## src/rtl/it_seq_pkg.sv

```systemverilog
// it_seq_pkg: shared definitions for the IT sequencer.
//  - seq_state_t : sequencer FSM states (IDLE, ENTER, WAIT_HALT, CAPTURE)
//  - DATA_W_DEFAULT : default operand/result width, matches the IT core bus
//  - ptr_width() : pointer width for a power-of-two FIFO depth
package it_seq_pkg;

  localparam int DATA_W_DEFAULT = 8;

  typedef enum logic [1:0] {
    IDLE      = 2'd0,
    ENTER     = 2'd1,
    WAIT_HALT = 2'd2,
    CAPTURE   = 2'd3
  } seq_state_t;

  // Depth 1 would give a zero-width pointer; clamp to one bit.
  function automatic int ptr_width(input int depth);
    return (depth > 1) ? $clog2(depth) : 1;
  endfunction

endpackage

```

## src/rtl/it_seq_fifo.sv

```systemverilog
// it_seq_fifo: operand buffer with a registered read port.
//  dout is loaded on a pop and holds until the next pop, so a word pushed into an
//  empty FIFO can be popped the following cycle and appears on dout after that pop.
//  A push while full is refused even when a pop happens in the same cycle.
// Ports:
//  clk, rst      clock, asynchronous active-high reset
//  push, din     write request and data (ignored when full)
//  pop           read request (ignored when empty)
//  dout          last popped word (0 after reset)
//  full, empty   occupancy flags
module it_seq_fifo
  import it_seq_pkg::*;
#(
  parameter int DATA_W     = DATA_W_DEFAULT,
  parameter int FIFO_DEPTH = 4
) (
  input  logic              clk,
  input  logic              rst,
  input  logic              push,
  input  logic              pop,
  input  logic [DATA_W-1:0] din,
  output logic [DATA_W-1:0] dout,
  output logic              full,
  output logic              empty
);

  localparam int PTR_W = ptr_width(FIFO_DEPTH);
  localparam logic [PTR_W-1:0] PTR_ONE = PTR_W'(1);
  localparam logic [PTR_W:0]   CNT_ONE = (PTR_W + 1)'(1);

  logic [DATA_W-1:0] mem [FIFO_DEPTH];
  logic [PTR_W-1:0]  wr_ptr_reg;
  logic [PTR_W-1:0]  rd_ptr_reg;
  logic [PTR_W:0]    count_reg;
  logic [DATA_W-1:0] dout_reg;
  logic              do_push;
  logic              do_pop;

  assign full    = (count_reg == (PTR_W + 1)'(FIFO_DEPTH));
  assign empty   = (count_reg == '0);
  assign do_push = push && !full;
  assign do_pop  = pop && !empty;
  assign dout    = dout_reg;

  // Storage array kept free of reset so it maps onto RAM.
  always_ff @(posedge clk) begin
    if (do_push) begin
      mem[wr_ptr_reg] <= din;
    end
  end

  always_ff @(posedge clk or posedge rst) begin
    if (rst) begin
      wr_ptr_reg <= '0;
      rd_ptr_reg <= '0;
      count_reg  <= '0;
      dout_reg   <= '0;
    end else begin
      if (do_push) begin
        wr_ptr_reg <= wr_ptr_reg + PTR_ONE;
      end
      if (do_pop) begin
        rd_ptr_reg <= rd_ptr_reg + PTR_ONE;
        dout_reg   <= mem[rd_ptr_reg];
      end
      case ({do_push, do_pop})
        2'b10:   count_reg <= count_reg + CNT_ONE;
        2'b01:   count_reg <= count_reg - CNT_ONE;
        default: count_reg <= count_reg;
      endcase
    end
  end

endmodule

```

## src/rtl/it_sequencer.sv

```systemverilog
// it_sequencer: controller in front of the IT core.
//  Buffers host operands, presents each on Input with an Enter strobe, waits for a
//  fresh Halt rising edge, captures Output into a result register for the host.
// Ports:
//  Clock, Reset          clock, asynchronous active-high reset
//  InValid/InData/InReady  host operand stream (InReady = FIFO not full)
//  Enter, Input          strobe and operand towards the IT core
//  Halt, Output          completion level and result from the IT core
//  ResValid/ResData/ResReady  result stream to the host
//  Busy                  high whenever the FSM is not IDLE
//  Timeout               sticky abort flag
// Build option: define IT_SEQ_TIMEOUT_EN to abort WAIT_HALT after TIMEOUT_CYCLES
//  cycles; otherwise WAIT_HALT waits indefinitely and Timeout is constant 0.
module it_sequencer
  import it_seq_pkg::*;
#(
  parameter int DATA_W         = DATA_W_DEFAULT,
  parameter int FIFO_DEPTH     = 4,
  parameter int ENTER_CYCLES   = 1,
  parameter int TIMEOUT_CYCLES = 255
) (
  input  logic              Clock,
  input  logic              Reset,
  input  logic              InValid,
  input  logic [DATA_W-1:0] InData,
  output logic              InReady,
  output logic              Enter,
  output logic [DATA_W-1:0] Input,
  input  logic              Halt,
  input  logic [DATA_W-1:0] Output,
  output logic              ResValid,
  output logic [DATA_W-1:0] ResData,
  input  logic              ResReady,
  output logic              Busy,
  output logic              Timeout
);

  localparam logic [1:0] S_IDLE      = IDLE;
  localparam logic [1:0] S_ENTER     = ENTER;
  localparam logic [1:0] S_WAIT_HALT = WAIT_HALT;
  localparam logic [1:0] S_CAPTURE   = CAPTURE;

  localparam int ENTER_W = $clog2(ENTER_CYCLES + 1);
  localparam logic [ENTER_W-1:0] ENTER_LOAD = ENTER_W'(ENTER_CYCLES - 1);

  if (FIFO_DEPTH < 2 || (FIFO_DEPTH & (FIFO_DEPTH - 1)) != 0) begin : g_bad_depth
    $error("it_sequencer: FIFO_DEPTH must be a power of two >= 2");
  end
  if (ENTER_CYCLES < 1) begin : g_bad_enter
    $error("it_sequencer: ENTER_CYCLES must be >= 1");
  end
  if (TIMEOUT_CYCLES < 1) begin : g_bad_timeout
    $error("it_sequencer: TIMEOUT_CYCLES must be >= 1");
  end

  logic [1:0]         state_reg;
  logic [ENTER_W-1:0] enter_cnt_reg;
  logic               armed_reg;
  logic               res_valid_reg;
  logic [DATA_W-1:0]  res_data_reg;

  logic               fifo_full;
  logic               fifo_empty;
  logic               fifo_pop;
  logic [DATA_W-1:0]  fifo_dout;
  logic               capture_hit;
  logic               timeout_hit;
  logic               res_free;

  // The FIFO's registered read port doubles as the Input register: it only
  // changes on a pop, and pops happen only in IDLE, so Input is stable from
  // ENTER through CAPTURE.
  it_seq_fifo #(
    .DATA_W     (DATA_W),
    .FIFO_DEPTH (FIFO_DEPTH)
  ) u_fifo (
    .clk   (Clock),
    .rst   (Reset),
    .push  (InValid),
    .pop   (fifo_pop),
    .din   (InData),
    .dout  (fifo_dout),
    .full  (fifo_full),
    .empty (fifo_empty)
  );

  assign fifo_pop    = (state_reg == S_IDLE) && !fifo_empty;
  assign InReady     = !fifo_full;
  assign Input       = fifo_dout;
  assign Enter       = (state_reg == S_ENTER);
  assign Busy        = (state_reg != S_IDLE);
  assign ResValid    = res_valid_reg;
  assign ResData     = res_data_reg;
  // Only a Halt seen high after it was seen low counts; a level left over from
  // the previous operation must not complete this one.
  assign capture_hit = (state_reg == S_WAIT_HALT) && armed_reg && Halt;
  assign res_free    = !res_valid_reg || ResReady;

`ifdef IT_SEQ_TIMEOUT_EN
  localparam int TO_W = $clog2(TIMEOUT_CYCLES + 1);

  logic [TO_W-1:0] wait_cnt_reg;
  logic            timeout_reg;

  assign timeout_hit = (state_reg == S_WAIT_HALT) && !capture_hit &&
                       (wait_cnt_reg == TO_W'(TIMEOUT_CYCLES - 1));
  assign Timeout     = timeout_reg;

  always_ff @(posedge Clock or posedge Reset) begin
    if (Reset) begin
      wait_cnt_reg <= '0;
      timeout_reg  <= 1'b0;
    end else begin
      if (state_reg == S_WAIT_HALT) begin
        wait_cnt_reg <= wait_cnt_reg + TO_W'(1);
      end else begin
        wait_cnt_reg <= '0;
      end
      if (timeout_hit) begin
        timeout_reg <= 1'b1;
      end
    end
  end
`else
  assign timeout_hit = 1'b0;
  assign Timeout     = 1'b0;
`endif

  always_ff @(posedge Clock or posedge Reset) begin
    if (Reset) begin
      state_reg     <= S_IDLE;
      enter_cnt_reg <= '0;
      armed_reg     <= 1'b0;
      res_valid_reg <= 1'b0;
      res_data_reg  <= '0;
    end else begin
      // Host take; a reload in CAPTURE below overrides this in the same cycle.
      if (res_valid_reg && ResReady) begin
        res_valid_reg <= 1'b0;
      end
      case (state_reg)
        S_IDLE: begin
          if (!fifo_empty) begin
            state_reg     <= S_ENTER;
            enter_cnt_reg <= ENTER_LOAD;
            armed_reg     <= 1'b0;
          end
        end
        S_ENTER: begin
          if (!Halt) begin
            armed_reg <= 1'b1;
          end
          if (enter_cnt_reg == '0) begin
            state_reg <= S_WAIT_HALT;
          end else begin
            enter_cnt_reg <= enter_cnt_reg - ENTER_W'(1);
          end
        end
        S_WAIT_HALT: begin
          if (capture_hit) begin
            state_reg <= S_CAPTURE;
          end else begin
            if (!Halt) begin
              armed_reg <= 1'b1;
            end
            if (timeout_hit) begin
              state_reg <= S_IDLE;
            end
          end
        end
        default: begin // S_CAPTURE
          if (res_free) begin
            res_data_reg  <= Output;
            res_valid_reg <= 1'b1;
            state_reg     <= S_IDLE;
          end
        end
      endcase
    end
  end

endmodule

```

## config.mk

```make
export PLATFORM = sky130hd
export DESIGN_NAME = it_sequencer
export DESIGN_NICKNAME = d
export VERILOG_FILES = /design/src/rtl/it_seq_pkg.sv /design/src/rtl/it_seq_fifo.sv /design/src/rtl/it_sequencer.sv
export SDC_FILE = /design/constraint.sdc
export NUM_CORES = 1
export LEC_CHECK = 0
export CAP_MARGIN = 10
export CORE_UTILIZATION = 47
export DETAILED_ROUTE_END_ITERATION = 10
export MAX_ROUTING_LAYER = met4
export PLACE_DENSITY = 0.86
export SETUP_SLACK_MARGIN = 0.4
export SLEW_MARGIN = 10
export SYNTH_ARGS = -nofsm -noshare
export SYNTH_HDL_FRONTEND = slang
export SYNTH_SLANG_ARGS = --single-unit
export TNS_END_PERCENT = 10
```

## constraint.sdc

```tcl
create_clock -name Clock -period 1.96 [get_ports Clock]
set_input_delay 0.49 -clock Clock [delete_from_list [all_inputs] [get_ports Clock]]
set_output_delay 0.49 -clock Clock [all_outputs]
set_load 0.005 [all_outputs]
```

==> metrics.md <==
| Metric | Value |
|---|---|
| Die Wd | `74.4 µm` |
| Total Wirelength | `5.31 mm` |
| CP Cell Sequence | `or3b_4 -> and2_4 -> inv_2 -> ha_4 -> inv_2 -> fa_2 -> xor2_1 -> nor2_1 -> xor2_1` |
| Synth Area per Inst | `15.6 µm²` |
| DR WL/cell | `17.5 µm` |
| CP Max Fanout | `2` |
| Remaining antenna violation count | `0` |
| Final hold vios | `0` |
| CP arrival | `2.24 ns` |
| Util after Layout | `0.721` |
| Max stage delay cell, worst path | `or3b_4` |
| # H-tree levels | `3` |
| Hold Crit Depth | `2` |
| Clk slew on worst S/H paths | `0.06 ns` |
| FF+latch count, synth | `59` |
| TNS Setup | `-0.0188 ns` |
| DRT Pass-1 Iters | `4` |
| Worst Setup End Kind | `flop` |
| Max IR drop VDD | `0.000958 V` |
| P&R area growth vs syn | `42.9%` |
| Ys flop type | `edfxtp_1` |
| Layout Skew | `0.0150 ns` |
| RSZ-0062 raised after global routing | `yes` |
| Sequential area share after synthesis | `0.665` |
| Drt first-iter violations | `120` |
| I/O pins | `42` |
| Sink Count | `59` |
| Setup-failing EPs final | `1` |
| Core area | `4880 µm²` |
| Root Driver | `clkbuf_8` |
| Max Buffers Root-to-Sink | `2` |
| Die Ht | `74.4 µm` |
| HPWL after DPL | `3.30 mm` |
| Via/cell ratio | `4.96` |
| R2R depth | `9` |
| Initial antenna violation count | `0` |
| Post-synth cell types | `33` |
| Max incr delay on CP | `0.42 ns` |
| Ys Warns | `0` |
| Total Die Area | `5530 µm²` |
| Setup CP Type | `flop to flop` |
| Most frequent cells in the layout | `edfxtp_1 (32), dfrtp_1 (26), nand2_1 (25)` |
| Number of remaining DRC errors | `0` |
| Hold Path Class | `flop to flop` |
| Tmin final | `1.98 ns` |
| Placer congestion estimate | `0.820` |
| Final period util | `1.01` |
| Global-route wire length before repair | `8.28 mm` |
| IO Port Bufs | `40` |
| Nets | `264` |
| CP Launch Type | `flop` |
| Vias | `1508` |
| Overflow after GRT | `0` |
| Largest area contributor in the netlist | `edfxtp_1` |
| Fillcell total | `337` |
| PwrDens | `1650 nW/µm²` |
| Power Total | `5.80 mW` |
| Clock Latency Late Sink | `0.34 ns` |
| Synth Instances | `158` |
| Lkg Pwr | `1.47 nW` |
| Max-slew violations | `0` |
| Antenna cell count | `0` |
| Number of synthesized flops with an enable pin | `32` |
| Critical Path RT | `2.22 ns` |
| Failing checks | `setup timing` |
| CTS Hold Bufs | `0` |
| Vias in the first global route | `1616` |
| Num CTS Buffers | `9` |
| Top post-synthesis cells by area | `edfxtp_1 (39%), dfrtp_1 (27%), mux4_2 (7.3%)` |
| Starting utilization of the core area | `0.505` |
| Layout cells sized above 1 | `0.367` |
| GRT Resource Usage Total | `0.225` |
| Mapped Nets | `190` |
| Asr flop ratio synth | `0.458` |
| Max reg flops | `32` |
| Most common cell after layout, fill and taps aside | `edfxtp_1` |
| # rows | `25` |
| Largest net degree at the start of global routing | `28` |
| Share of the synthesized area in the top cell type | `0.390` |
| Fmax | `505 MHz` |
| Clock tree from TritonCTS | `done` |
| Hold slack | `0.474 ns` |
| Status | `complete, but fails checks` |
| Synthesized cell area | `2460 µm²` |
| Maximum capacitance violations | `0` |
| Final setup margin | `-0.0188 ns` |
-- report_power, final --
group | internal (mW) | switching (mW)
Sequential | 1.76 | 0.234
Clock | 0.712 | 0.465
Combinational | 1.46 | 1.16
-- Yosys cell counts, types with 3 or more instances --
master,n
and3_1,4
dfrtp_1,27
edfxtp_1,32
ha_1,10
inv_1,9
mux2_2,8
mux4_2,8
nand2_1,26
nor2_1,3
xnor2_1,4
-- through the flow --
stage | setup slack, ns | cell area (µm²) | std cells
floorplan | -0.0671 | 2480 | 158
global placement | -0.119 | 3110 | 280
detailed placement | -0.169 | 3110 | 280
CTS | -0.0133 | 3470 | 303
global route | -0.0788 | 3520 | 304
finish | -0.0188 | 3520 | 304
-- final timing paths --
path                       slack, ns                 from                  end
setup / recovery               -0.02  u_fifo.count_reg[1]  u_fifo.count_reg[2]
hold / removal                  0.47       u_fifo.dout[6]       u_fifo.dout[6]
setup reg to reg               -0.02  u_fifo.count_reg[1]  u_fifo.count_reg[2]
hold reg to reg                 0.47       u_fifo.dout[6]       u_fifo.dout[6]
max in group asynchronous       1.15                Reset  u_fifo.count_reg[0]
min in group asynchronous       0.51                Reset       u_fifo.dout[1]
-- metal layers --
metal,routed length (µm),track usage,part of all wire
met1,2100,0.278,0.40
met2,2900,0.364,0.55
met3,267,0.0528,0.050
met4,44,0.0818,0.0083
met5,0,-,0
-- cell families after synthesis --
logic type,count (synthesis),share of synthesized area
DFF,59,0.665
and+or+nand+nor,42,0.0833
muxes,19,0.124
buffers and inverters,14,0.0234
adders and majority gates,11,0.0589
AOI/OAI and AO/OA,6,0.0224
xor gates and xnor gates,6,0.0213
other,1,0.00152
-- critical path, delay by kind of cell (launching register included) --
family | cells | cell delay (ns)
buffers and inverters | 2 | 0.09
flip-flops | 1 | 0.40
adder cells (fa/ha/maj) | 2 | 0.46
AND/OR/NAND/NOR | 3 | 0.68
XOR/XNOR | 2 | 0.28
-- area by class of cell --
class	instances	area (µm²)	area share
sequential	59	1640	0.465
multi-input combinational	85	897	0.255
clock inverter	5	77.6	0.0220
tap	67	83.8	0.0238
inverter	11	43.8	0.0124
timing repair buffer	66	648	0.184
clock buffer	11	131	0.0373
-- timing repair --
action / in CTS / in global routing
pin swaps: 12 / 7
hold endpoints to repair: 0 / 0
buffers inserted: 7 / 1
endpoints found under the setup margin: 34 / 46
resized for setup: 61 / 10
Note: power is estimated with default switching activity, not from simulation.
